### config.mk
export PLATFORM = sky130hd
export DESIGN_NAME = input_conditioner
export DESIGN_NICKNAME = d
export VERILOG_FILES = /design/src/rtl/input_conditioner_pkg.sv /design/src/rtl/input_conditioner_ch.sv /design/src/rtl/input_conditioner.sv
export SDC_FILE = /design/constraint.sdc
export NUM_CORES = 1
export LEC_CHECK = 0
export BUFFER_PORTS_ARGS = -buffer_cell sky130_fd_sc_hd__buf_2
export CORE_MARGIN = 3
export CORE_UTILIZATION = 55
export DETAILED_ROUTE_END_ITERATION = 7
export GPL_ROUTABILITY_DRIVEN = 0
export PLACE_DENSITY = 0.69
export SLEW_MARGIN = 0
export SYNTH_ARGS = -nofsm -noshare
export SYNTH_HDL_FRONTEND = slang
export SYNTH_SLANG_ARGS = --single-unit
### constraint.sdc
create_clock -name clk -period 2.35 [get_ports clk]
set_clock_uncertainty 0.2 [all_clocks]
set_input_delay 0.47 -clock clk [delete_from_list [all_inputs] [get_ports clk]]
set_output_delay 0.47 -clock clk [all_outputs]
set_load 0.02 [all_outputs]
### src/rtl/input_conditioner_pkg.sv
// input_conditioner_pkg: shared defaults and the debounce counter-width check for input blocks.
package input_conditioner_pkg;
  localparam logic DEFAULT_RESET_LEVEL = 1'b0;
  function automatic bit stable_ok(int stable, int cnt_w);
    return stable >= 1 && $clog2(stable + 1) <= cnt_w;
  endfunction
endpackage

### src/rtl/input_conditioner_ch.sv
// input_conditioner_ch: one channel of sync chain, debounce counter, stable level and edge strobes.
module input_conditioner_ch
  import input_conditioner_pkg::*;
#(
  parameter int SYNC_STAGES = 2,
  parameter int STABLE_CYCLES = 1000,
  parameter int CNT_W = 16,
  parameter logic RESET_LEVEL = DEFAULT_RESET_LEVEL
) (
  input  logic clk,
  input  logic rst,
  input  logic a,
  output logic b,
  output logic b_rise,
  output logic b_fall,
  output logic fire
);
  localparam logic [CNT_W-1:0] LAST = CNT_W'(STABLE_CYCLES - 1);
  if (!stable_ok(STABLE_CYCLES, CNT_W) || SYNC_STAGES < 2) begin : g_bad_params
    $error("input_conditioner_ch: STABLE_CYCLES must be 1..2^CNT_W-1 and SYNC_STAGES >= 2");
  end
  logic [SYNC_STAGES-1:0] s;
  logic [CNT_W-1:0] cnt;
  logic sync;
  assign sync = s[SYNC_STAGES-1];
  assign fire = sync != b && cnt == LAST;
  always_ff @(posedge clk) begin
    if (rst) begin
      s <= {SYNC_STAGES{RESET_LEVEL}};
      b <= RESET_LEVEL;
      cnt <= '0;
      b_rise <= 1'b0;
      b_fall <= 1'b0;
    end else begin
      s <= {s[SYNC_STAGES-2:0], a};
      b_rise <= fire & sync;
      b_fall <= fire & ~sync;
      b <= fire ? sync : b;
      cnt <= (sync == b || fire) ? '0 : cnt + CNT_W'(1);
    end
  end
endmodule

### src/rtl/input_conditioner.sv
// input_conditioner: multi-channel debouncer with per-channel levels/strobes and a shared any-edge strobe.
module input_conditioner
  import input_conditioner_pkg::*;
#(
  parameter int CHANNELS = 4,
  parameter int SYNC_STAGES = 2,
  parameter int STABLE_CYCLES = 1000,
  parameter int CNT_W = 16,
  parameter logic RESET_LEVEL = DEFAULT_RESET_LEVEL
) (
  input  logic clk,
  input  logic rst,
  input  logic [CHANNELS-1:0] a,
  output logic [CHANNELS-1:0] b,
  output logic [CHANNELS-1:0] b_rise,
  output logic [CHANNELS-1:0] b_fall,
  output logic b_any
);
  logic [CHANNELS-1:0] fire;
  for (genvar i = 0; i < CHANNELS; i++) begin : g_ch
    input_conditioner_ch #(
      .SYNC_STAGES(SYNC_STAGES),
      .STABLE_CYCLES(STABLE_CYCLES),
      .CNT_W(CNT_W),
      .RESET_LEVEL(RESET_LEVEL)
    ) u_ch (
      .clk(clk),
      .rst(rst),
      .a(a[i]),
      .b(b[i]),
      .b_rise(b_rise[i]),
      .b_fall(b_fall[i]),
      .fire(fire[i])
    );
  end
  // registered from the channels' next-strobe terms so it lines up with b_rise/b_fall
  always_ff @(posedge clk) begin
    b_any <= rst ? 1'b0 : |fire;
  end
endmodule

==> results.sh, run 1 <==
export IMPL_start_kind="flip-flop"
export IMPL_placementRows=29
export IMPL_ys_warn_count=0
export IMPL_remaining_drc_errors=0
export IMPL_die_h_um=87.6
export IMPL_n_antenna_cell=0
export IMPL_cts_sinks=85
export IMPL_ant_nets=0
export IMPL_finalSetupTns_ns=0
export IMPL_status="finished, final reports clean"
export IMPL_ys_ff_latch=85
export IMPL_drv_slew=0
export IMPL_drive_above_1_share_pct=10.0
export IMPL_yosysUniqueCellTypes=40
export IMPL_dieArea_um2=7680
export IMPL_p_total_w=0.00239
export IMPL_area_growth_pct=6.49
export IMPL_nNetsFinal=425
export IMPL_clk_pin_slew_worst_paths_ns=0.07
export IMPL_swShare_pct=20.3
export IMPL_wl_per_cell_um=12.8
export IMPL_ios=19
export IMPL_irDropWorstVdd_v=0.000456
export IMPL_synthArstFlopShare_pct=0
export IMPL_viasPerCell=5.38
export IMPL_htreeDepth=3
export IMPL_seqPwrFrac_pct=60.9
export IMPL_leakage_nw=1.29
export IMPL_start_util_pct=57.4
export IMPL_port_buffers=18
export IMPL_hold_path_class="input pin to flip-flop"
export IMPL_hold_viol_final=0
export IMPL_power_density_nw_per_um2=611
export IMPL_maxCapViolations=0
export IMPL_drt_initial_drc_count=73
export IMPL_p_int_w=0.00190
export IMPL_finalSetupViolCount=0
export IMPL_clk_latency_ns=0.34
export IMPL_period_share_pct=94.8
export IMPL_cts_setup_buffers=0
export IMPL_core_um2=6390
export IMPL_synthTopCellsByArea="dfxtp_1 (46%), xnor2_1 (7.2%), nor2_1 (6.0%)"
export IMPL_drtPass1Iterations=4
export IMPL_place_inst=481
export IMPL_fillers=565
export IMPL_antenna_found_initial=0
export IMPL_grt_max_degree=21
export IMPL_syn_instance_count=400
export IMPL_root_buffer="clkbuf_8"
export IMPL_placedInstanceArea_um2=3730
export IMPL_reg2reg_depth=5
export IMPL_combPwrFrac_pct=1.3
export IMPL_num_vias=2673
export IMPL_seq_area_frac_synth_pct=46.4
export IMPL_clk_path_buf_depth=2
export IMPL_power_net_switching_w=0.000483
export IMPL_grt_total_usage_pct=18.2
export IMPL_cp_data_arrival_time_ns=2.26
export IMPL_synth_edf_count=0
export IMPL_cts_resized=0
export IMPL_grt_pass1_wl_mm=11.2
export IMPL_dp_hpwl_mm=4.53
export IMPL_die_w_um=87.6
export IMPL_final_area_um2=3900
export IMPL_netlist_area_um2=3660
export IMPL_slew_headroom_pct=67.7
export IMPL_critPathRequiredTime_ns=2.38
export IMPL_fmax_ghz=0.449
export IMPL_syn_nets=410
export IMPL_grt_overflow=0
export IMPL_synth_top_cell_area_share_pct=46.4
export IMPL_cts_buffers=9
export IMPL_tightest_slew_ns=0.484
export IMPL_cts_tree="yes"
export IMPL_rsz0062_at_grt="no"
export IMPL_critPathMaxFanout=15
export IMPL_crit_path_end_kind="flip-flop"
export IMPL_ys_top_cells_by_count="dfxtp_1 (85), nor2_1 (59), nand2_1 (30), xnor2_1 (30), xor2_1 (19)"
export IMPL_cts_hold_buf=0
export IMPL_whs_path_depth=2
export IMPL_synth_flop_cell="dfxtp_1"
export IMPL_fin_cells=497
export IMPL_clkPwrFrac_pct=37.8
export IMPL_yosysMostFrequentCell="dfxtp_1"
export IMPL_drt_total_wl_mm=6.34
export IMPL_critical_path_class="flip-flop to flip-flop"
export IMPL_fin_crit_ns=2.23
export IMPL_post_synth_cell_area_avg_um2=9.16
export IMPL_first_global_vias=2572
export IMPL_synth_largest_area_cell="dfxtp_1"
## metal layers
layer / GRT usage (%) / part of all wire (%) / routed length [um]
met4: 4.88 / 0.49 / 31
met2: 29.1 / 46 / 2940
met5: 0 / 0 / 0
met1: 23.1 / 50 / 3150
met3: 6.77 / 3.4 / 218
## worst max-delay path, cell delays in order, from the launching register on
cell     delay [ns]
dfxtp_1        0.35
ha_1           0.23
or4bb_1        0.51
or4_4          0.57
nand2_4        0.19
nor2_1         0.07
## layout make-up
cell class,instances,area [um^2],share of cell area [%]
Sequential cell,85,1700,43.6
Timing Repair Buffer,24,135,3.46
Multi-Input combinational cell,290,1780,45.6
Inverter,5,18.8,0.481
Tap cell,77,96.3,2.47
Clock inverter,1,5.00,0.128
Clock buffer,15,166,4.26
## placed cells by master (no fill, tap or decap), types with 3 or more instances in the layout
master	netlist	layout
nand3_1	18	18
clkbuf_1	4	4
xor2_1	19	19
nor2b_1	11	11
nand2_1	30	30
buf_2	1	18
o21ai_0	6	6
buf_4	13	6
nor4b_1	5	5
xnor2_1	30	30
and2_1	3	3
nand4_1	16	16
or3_1	5	5
and4_1	5	5
a21oi_1	14	14
ha_1	4	4
and3_1	11	11
inv_1	5	5
nor4_1	10	10
clkbuf_8	0	11
nor3_1	12	12
nor2_1	59	59
dfxtp_1	85	85
or4_1	10	10
o31ai_1	5	5
## state kept, by name, indices dropped and copies added, names as in the netlist
| name | cells |
|---|---|
| g_ch.u_ch.b_rise | 4 |
| g_ch.u_ch.b_fall | 4 |
| g_ch.u_ch.s | 8 |
| g_ch.u_ch.b | 4 |
| b_any | 1 |
| g_ch.u_ch.cnt | 64 |
## final timing paths
kind                             from                  end  slack [ns]
setup / recovery  g_ch[1].u_ch.cnt[0]  g_ch[1].u_ch.cnt[4]        0.12
setup reg to reg  g_ch[1].u_ch.cnt[0]  g_ch[1].u_ch.cnt[4]        0.12
hold reg to reg     g_ch[3].u_ch.s[0]    g_ch[3].u_ch.s[1]        0.24
hold / removal                   a[1]    g_ch[1].u_ch.s[0]        0.14
## power by group through the flow
stage          Clock (W)  Combinational [W]  Sequential, W
2_1_floorplan          0          0.0000302        0.00149
3_3_place_gp           0          0.0000313        0.00149
3_5_place_dp           0          0.0000320        0.00149
4_1_cts         0.000943          0.0000321        0.00145
5_1_grt         0.000994          0.0000359        0.00145
6_report        0.000902          0.0000315        0.00145
## cell families (layout without fill, tap and decap cells)
| logic type | after synthesis | count (layout) | synth area share [%] |
|---|---|---|---|
| compound gates | 27 | 27 | 4.20 |
| flops | 85 | 85 | 46.4 |
| xor+xnor | 49 | 49 | 11.7 |
| fa+ha+maj | 4 | 4 | 1.37 |
| simple gates | 208 | 208 | 30.7 |
| buf+inv | 25 | 45 | 5.02 |
| mux | 2 | 2 | 0.546 |
## per-stage QoR
stage	worst slack, ns	utilization, %	hold slack (ns)
2_1_floorplan	0.186	-	0.210
3_3_place_gp	0.170	58.4	0.222
3_5_place_dp	0.108	58.4	0.228
4_1_cts	0.103	61.1	0.113
5_1_grt	0.0274	61.1	0.123
6_report	0.121	61.1	0.136
Power figures use the tool's default switching activity.
==> run 2: changes to the inputs <==
--- a/config.mk
+++ b/config.mk
@@ -10,7 +10,7 @@
 export CORE_UTILIZATION = 55
 export DETAILED_ROUTE_END_ITERATION = 7
 export GPL_ROUTABILITY_DRIVEN = 0
-export PLACE_DENSITY = 0.69
+export PLACE_DENSITY = 0.8
 export SLEW_MARGIN = 0
 export SYNTH_ARGS = -nofsm -noshare
 export SYNTH_HDL_FRONTEND = slang
==> run 2 against run 1 <==
Effect of this change: total power up 5.3%; wire length up 3.0%; non-clock buffer count down 4; critical path type unchanged; highest routed layer unchanged.
==> results.sh, run 2 (synthesis gave the netlist of run 1 again) <==
export IMPL_core_um2=6390
export IMPL_regMostFlops="g_ch.u_ch.cnt"
export IMPL_crit_path_end_kind="flip-flop"
export IMPL_critPathTopFamily="simple AND/OR/NAND/NOR gates"
export IMPL_leakage_nw=1.27
export IMPL_n_antenna_cell=0
export IMPL_drive_above_1_share_pct=10.3
export IMPL_ant_nets=0
export IMPL_htreeDepth=3
export IMPL_p_total_w=0.00251
export IMPL_start_util_pct=57.4
export IMPL_fin_crit_ns=2.26
export IMPL_finalSetupViolCount=0
export IMPL_drv_slew=0
export IMPL_critPathRequiredTime_ns=2.40
export IMPL_cts_tree="yes"
export IMPL_antenna_found_initial=0
export IMPL_cts_setup_buffers=0
export IMPL_cts_buffers=9
export IMPL_rsz0062_at_grt="no"
export IMPL_wl_per_cell_um=13.3
export IMPL_crit_slowest_cell="or4_4"
export IMPL_die_h_um=87.6
export IMPL_cts_hold_buf=0
export IMPL_largest_register_ffs=64
export IMPL_reg2reg_depth=4
export IMPL_remaining_drc_errors=0
export IMPL_final_cell_mix="dfxtp_1 (85), nor2_1 (59), xnor2_1 (30), nand2_1 (30), xor2_1 (19)"
export IMPL_critical_path_class="flip-flop to flip-flop"
export IMPL_slew_headroom_pct=65.6
export IMPL_cp_data_arrival_time_ns=2.31
export IMPL_drt_initial_drc_count=100
export IMPL_dp_hpwl_mm=4.55
export IMPL_start_kind="flip-flop"
export IMPL_port_buffers=18
export IMPL_seqCellArea_um2=1700
export IMPL_ios=19
export IMPL_crit_chain="ha_1, or4bb_1, or4_4, and3_2"
export IMPL_viasPerCell=5.55
export IMPL_dieArea_um2=7680
export IMPL_finalSetupTns_ns=0
export IMPL_drtPass1Iterations=4
export IMPL_grt_total_usage_pct=18.9
export IMPL_first_global_vias=2648
export IMPL_maxCapViolations=0
export IMPL_irDropWorstVdd_v=0.000426
export IMPL_clk_pin_slew_worst_paths_ns=0.09
export IMPL_grt_max_degree=21
export IMPL_clk_path_buf_depth=2
export IMPL_status="finished, final reports clean"
export IMPL_layout_commonest_cell="dfxtp_1"
export IMPL_grt_overflow=0
export IMPL_fillers=530
export IMPL_nNetsFinal=421
export IMPL_critPathMaxStageDelay_ns=0.60
export IMPL_whs_path_depth=2
export IMPL_grt_pass1_wl_mm=11.6
export IMPL_critPathMaxFanout=4
export IMPL_critPathBufInv=0
export IMPL_reg_top3="g_ch.u_ch.cnt: 64 flops, g_ch.u_ch.s: 8 flops"
export IMPL_crit_cells=4
export IMPL_area_growth_pct=6.76
export IMPL_tightest_slew_ns=0.516
export IMPL_hold_viol_final=0
export IMPL_power_density_nw_per_um2=642
export IMPL_num_vias=2737
export IMPL_root_buffer="clkbuf_8"
export IMPL_drt_total_wl_mm=6.53
export IMPL_period_share_pct=96.0
export IMPL_placementRows=29
export IMPL_cts_resized=0
export IMPL_multiInputGateArea_um2=1790
export IMPL_cts_sinks=85
export IMPL_die_w_um=87.6
export IMPL_hold_path_class="input pin to flip-flop"
export IMPL_fmax_ghz=0.443
export IMPL_clk_latency_ns=0.36
run 2: power by group:
part	switching (W)	internal, W	leakage, nW
registers	0.00000530	0.00145	0.686
logic	0.0000203	0.0000118	0.499
clock network	0.000535	0.000492	0.0879
run 2: final timing paths:
kind | from | end | slack (ns)
max reg2reg | g_ch[1].u_ch.cnt[0] | g_ch[1].u_ch.cnt[1] | 0.09
max | g_ch[1].u_ch.cnt[0] | g_ch[1].u_ch.cnt[1] | 0.09
min | a[2] | g_ch[2].u_ch.s[0] | 0.13
min reg2reg | g_ch[1].u_ch.cnt[0] | g_ch[1].u_ch.cnt[0] | 0.24
run 2: worst reg2reg max path: stages, from the launching register on:
cell and delay (ns):
dfxtp_1 0.35, ha_1 0.23, or4bb_1 0.52, or4_4 0.60, and3_2 0.25
run 2: cell type report:
class / count / area share [%]
Tap cell: 77 / 2.46
Clock buffer: 9 / 3.17
Multi-Input combinational cell: 290 / 45.8
Clock inverter: 7 / 1.89
Timing Repair Buffer: 20 / 2.69
Sequential cell: 85 / 43.5
Inverter: 5 / 0.480
run 2: layer usage:
| layer | vias to the layer above | part of all wire (%) | GRT usage (%) |
|---|---|---|---|
| li1 | 1408 | - | - |
| met1 | 1268 | 49 | 24.3 |
| met2 | 47 | 46 | 30.1 |
| met3 | 14 | 3.2 | 4.14 |
| met4 | 0 | 2.0 | 9.34 |
| met5 | - | 0 | 0 |
run 2: through the flow:
stage | hold WS (ns) | instance area, um^2 | util [%] | std cells | setup WS [ns]
after floorplan | 0.210 | 3660 | - | 400 | 0.186
after global placement | 0.221 | 3700 | 58.0 | 477 | 0.170
after detailed placement | 0.222 | 3700 | 58.0 | 477 | 0.141
after CTS | 0.121 | 3900 | 61.1 | 493 | 0.119
after global routing | 0.130 | 3910 | 61.3 | 493 | 0.0260
final | 0.134 | 3910 | 61.3 | 493 | 0.0941
==> run 3: changes to the inputs <==
--- a/config.mk
+++ b/config.mk
@@ -10,7 +10,9 @@
 export CORE_UTILIZATION = 55
 export DETAILED_ROUTE_END_ITERATION = 7
 export GPL_ROUTABILITY_DRIVEN = 0
+export MAX_ROUTING_LAYER = met4
 export PLACE_DENSITY = 0.8
+export REMOVE_ABC_BUFFERS = 1
 export SLEW_MARGIN = 0
 export SYNTH_ARGS = -nofsm -noshare
 export SYNTH_HDL_FRONTEND = slang
==> constraint.sdc (replaced) <==
create_clock -name clk -period 2.35 [get_ports clk]
set_clock_uncertainty 0.2 [all_clocks]
set_input_delay 0.47 -clock clk [delete_from_list [all_inputs] [get_ports clk]]
set_output_delay 0.47 -clock clk [all_outputs]
set_load 0.1 [all_outputs]
==> run 3 against run 2 <==
Effect of this change: die area did not move; core utilization is 0.059 points higher; via count rose by 1.2%; critical path depth up 1; first-iteration DRC count shrank 1.0%; clock-buffer cell count unchanged; non-clock buffer count is 1 higher; sequential cell count unchanged; sequential power barely moved; final cell count grew 0.20%; sequential share of layout area about the same; largest cell class unchanged; highest routed layer unchanged.
==> results.sh, run 3 (synthesis gave the netlist of run 1 again) <==
export IMPL_die_h_um=87.6
export IMPL_power_net_switching_w=0.000569
export IMPL_min_delay_start="a[2]"
export IMPL_grt_max_degree=21
export IMPL_cp_data_arrival_time_ns=2.31
export IMPL_root_buffer="clkbuf_8"
export IMPL_hold_viol_final=0
export IMPL_final_area_um2=3920
export IMPL_die_w_um=87.6
export IMPL_cts_hold_buf=0
export IMPL_regMostFlops="g_ch.u_ch.cnt"
export IMPL_ant_nets=0
export IMPL_grt_pass1_wl_mm=11.0
export IMPL_grt_overflow=0
export IMPL_finalSetupViolCount=0
export IMPL_finalSetupTns_ns=0
export IMPL_maxCapViolations=0
export IMPL_first_global_vias=2616
export IMPL_drt_initial_drc_count=99
export IMPL_area_growth_pct=6.86
export IMPL_clk_path_buf_depth=2
export IMPL_clk_pin_slew_worst_paths_ns=0.09
export IMPL_power_density_nw_per_um2=647
export IMPL_drtPass1Iterations=4
export IMPL_cts_buffers=9
export IMPL_num_vias=2771
export IMPL_clk_latency_ns=0.34
export IMPL_reg_top3="g_ch.u_ch.cnt: 64 flops, g_ch.u_ch.s: 8 flops"
export IMPL_drv_slew=0
export IMPL_grt_total_usage_pct=18.4
export IMPL_status="finished, final reports clean"
export IMPL_htreeDepth=3
export IMPL_n_antenna_cell=0
export IMPL_drt_total_wl_mm=6.39
export IMPL_swShare_pct=22.4
export IMPL_critPathMaxFanout=15
export IMPL_ios=19
export IMPL_fin_cells=494
export IMPL_critPathRequiredTime_ns=2.39
export IMPL_placedInstanceArea_um2=3710
export IMPL_rsz0062_at_grt="no"
export IMPL_port_buffers=18
export IMPL_critical_path_class="flip-flop to flip-flop"
export IMPL_period_share_pct=96.6
export IMPL_seqPwrFrac_pct=57.3
export IMPL_wl_per_cell_um=12.9
export IMPL_nNetsFinal=422
export IMPL_p_int_w=0.00196
export IMPL_antenna_found_initial=0
export IMPL_placementRows=29
export IMPL_layout_commonest_cell="dfxtp_1"
export IMPL_core_um2=6390
export IMPL_start_kind="flip-flop"
export IMPL_tightest_slew_ns=0.501
export IMPL_slew_headroom_pct=66.5
export IMPL_largest_register_ffs=64
export IMPL_dieArea_um2=7680
export IMPL_viasPerCell=5.61
export IMPL_cts_sinks=85
export IMPL_drive_above_1_share_pct=10.6
export IMPL_remaining_drc_errors=0
export IMPL_combPwrFrac_pct=1.2
export IMPL_fin_crit_ns=2.27
export IMPL_r2r_start="g_ch[1].u_ch.cnt[0]"
export IMPL_start_util_pct=57.4
export IMPL_crit_path_end_kind="flip-flop"
export IMPL_place_inst=478
export IMPL_clkPwrFrac_pct=41.5
export IMPL_fmax_ghz=0.441
export IMPL_dp_hpwl_mm=4.48
export IMPL_hold_path_class="input pin to flip-flop"
export IMPL_final_cell_mix="dfxtp_1 (85), nor2_1 (59), xnor2_1 (30), nand2_1 (30), xor2_1 (19)"
export IMPL_irDropWorstVdd_v=0.000445
export IMPL_cts_tree="yes"
export IMPL_startpoint="g_ch[1].u_ch.cnt[0]"
export IMPL_leakage_nw=1.29
[run 3: path summary, 6_finish.rpt]
| path | endpoint | slack, ns | depth (start not counted) |
|---|---|---|---|
| min reg2reg | g_ch[2].u_ch.s[1] | 0.25 | 1 |
| max reg2reg | g_ch[1].u_ch.cnt[3] | 0.08 | 5 |
| min | g_ch[2].u_ch.s[0] | 0.12 | 2 |
| max | g_ch[1].u_ch.cnt[3] | 0.08 | 5 |
[run 3: power groups by stage]
stage | Sequential, W | Combinational, W | Clock (W)
after floorplan | 0.00149 | 0.0000173 | 0
after global placement | 0.00149 | 0.0000296 | 0
after detailed placement | 0.00149 | 0.0000305 | 0
after CTS | 0.00145 | 0.0000307 | 0.00107
after global routing | 0.00145 | 0.0000344 | 0.00112
final | 0.00145 | 0.0000302 | 0.00105
[run 3: what timing repair did]
action / CTS / global route
resized for setup: 0 / 1
setup buffers: 0 / 0
endpoints found under the setup margin: 0 / 16
[run 3: final cells by class]
| class | count | area (um^2) |
|---|---|---|
| Clock buffer | 9 | 124 |
| Clock inverter | 7 | 81.3 |
| Fill cell | 557 | 2470 |
| Inverter | 5 | 18.8 |
| Multi-Input combinational cell | 290 | 1780 |
| Sequential cell | 85 | 1700 |
| Tap cell | 77 | 96.3 |
| Timing Repair Buffer | 21 | 113 |
[run 3: routing by layer]
layer | vias to the layer above | global-route usage (%) | wire (um)
li1 | 1411 | - | -
met1 | 1316 | 20.8 | 3020
met2 | 33 | 30.4 | 3040
met3 | 11 | 5.74 | 252
met4 | 0 | 7.39 | 87
met5 | - | - | 0
[run 3: worst max-delay path, stage by stage (launching register included)]
cell	delay, ns
dfxtp_1	0.37
ha_2	0.23
or4bb_1	0.52
or4_4	0.57
nand2_4	0.18
nor2_1	0.08
[run 3: per-stage QoR]
stage / hold slack, ns / utilization (%) / setup WS, ns / power [W]
global route: 0.111 / 61.3 / 0.0000411 / 0.00261
global placement: 0.217 / 58.1 / 0.180 / 0.00152
detailed placement: 0.228 / 58.1 / 0.0898 / 0.00152
CTS: 0.109 / 61.3 / 0.0760 / 0.00256
finish: 0.119 / 61.3 / 0.0801 / 0.00253
floorplan: 0.213 / - / 0.235 / 0.00150
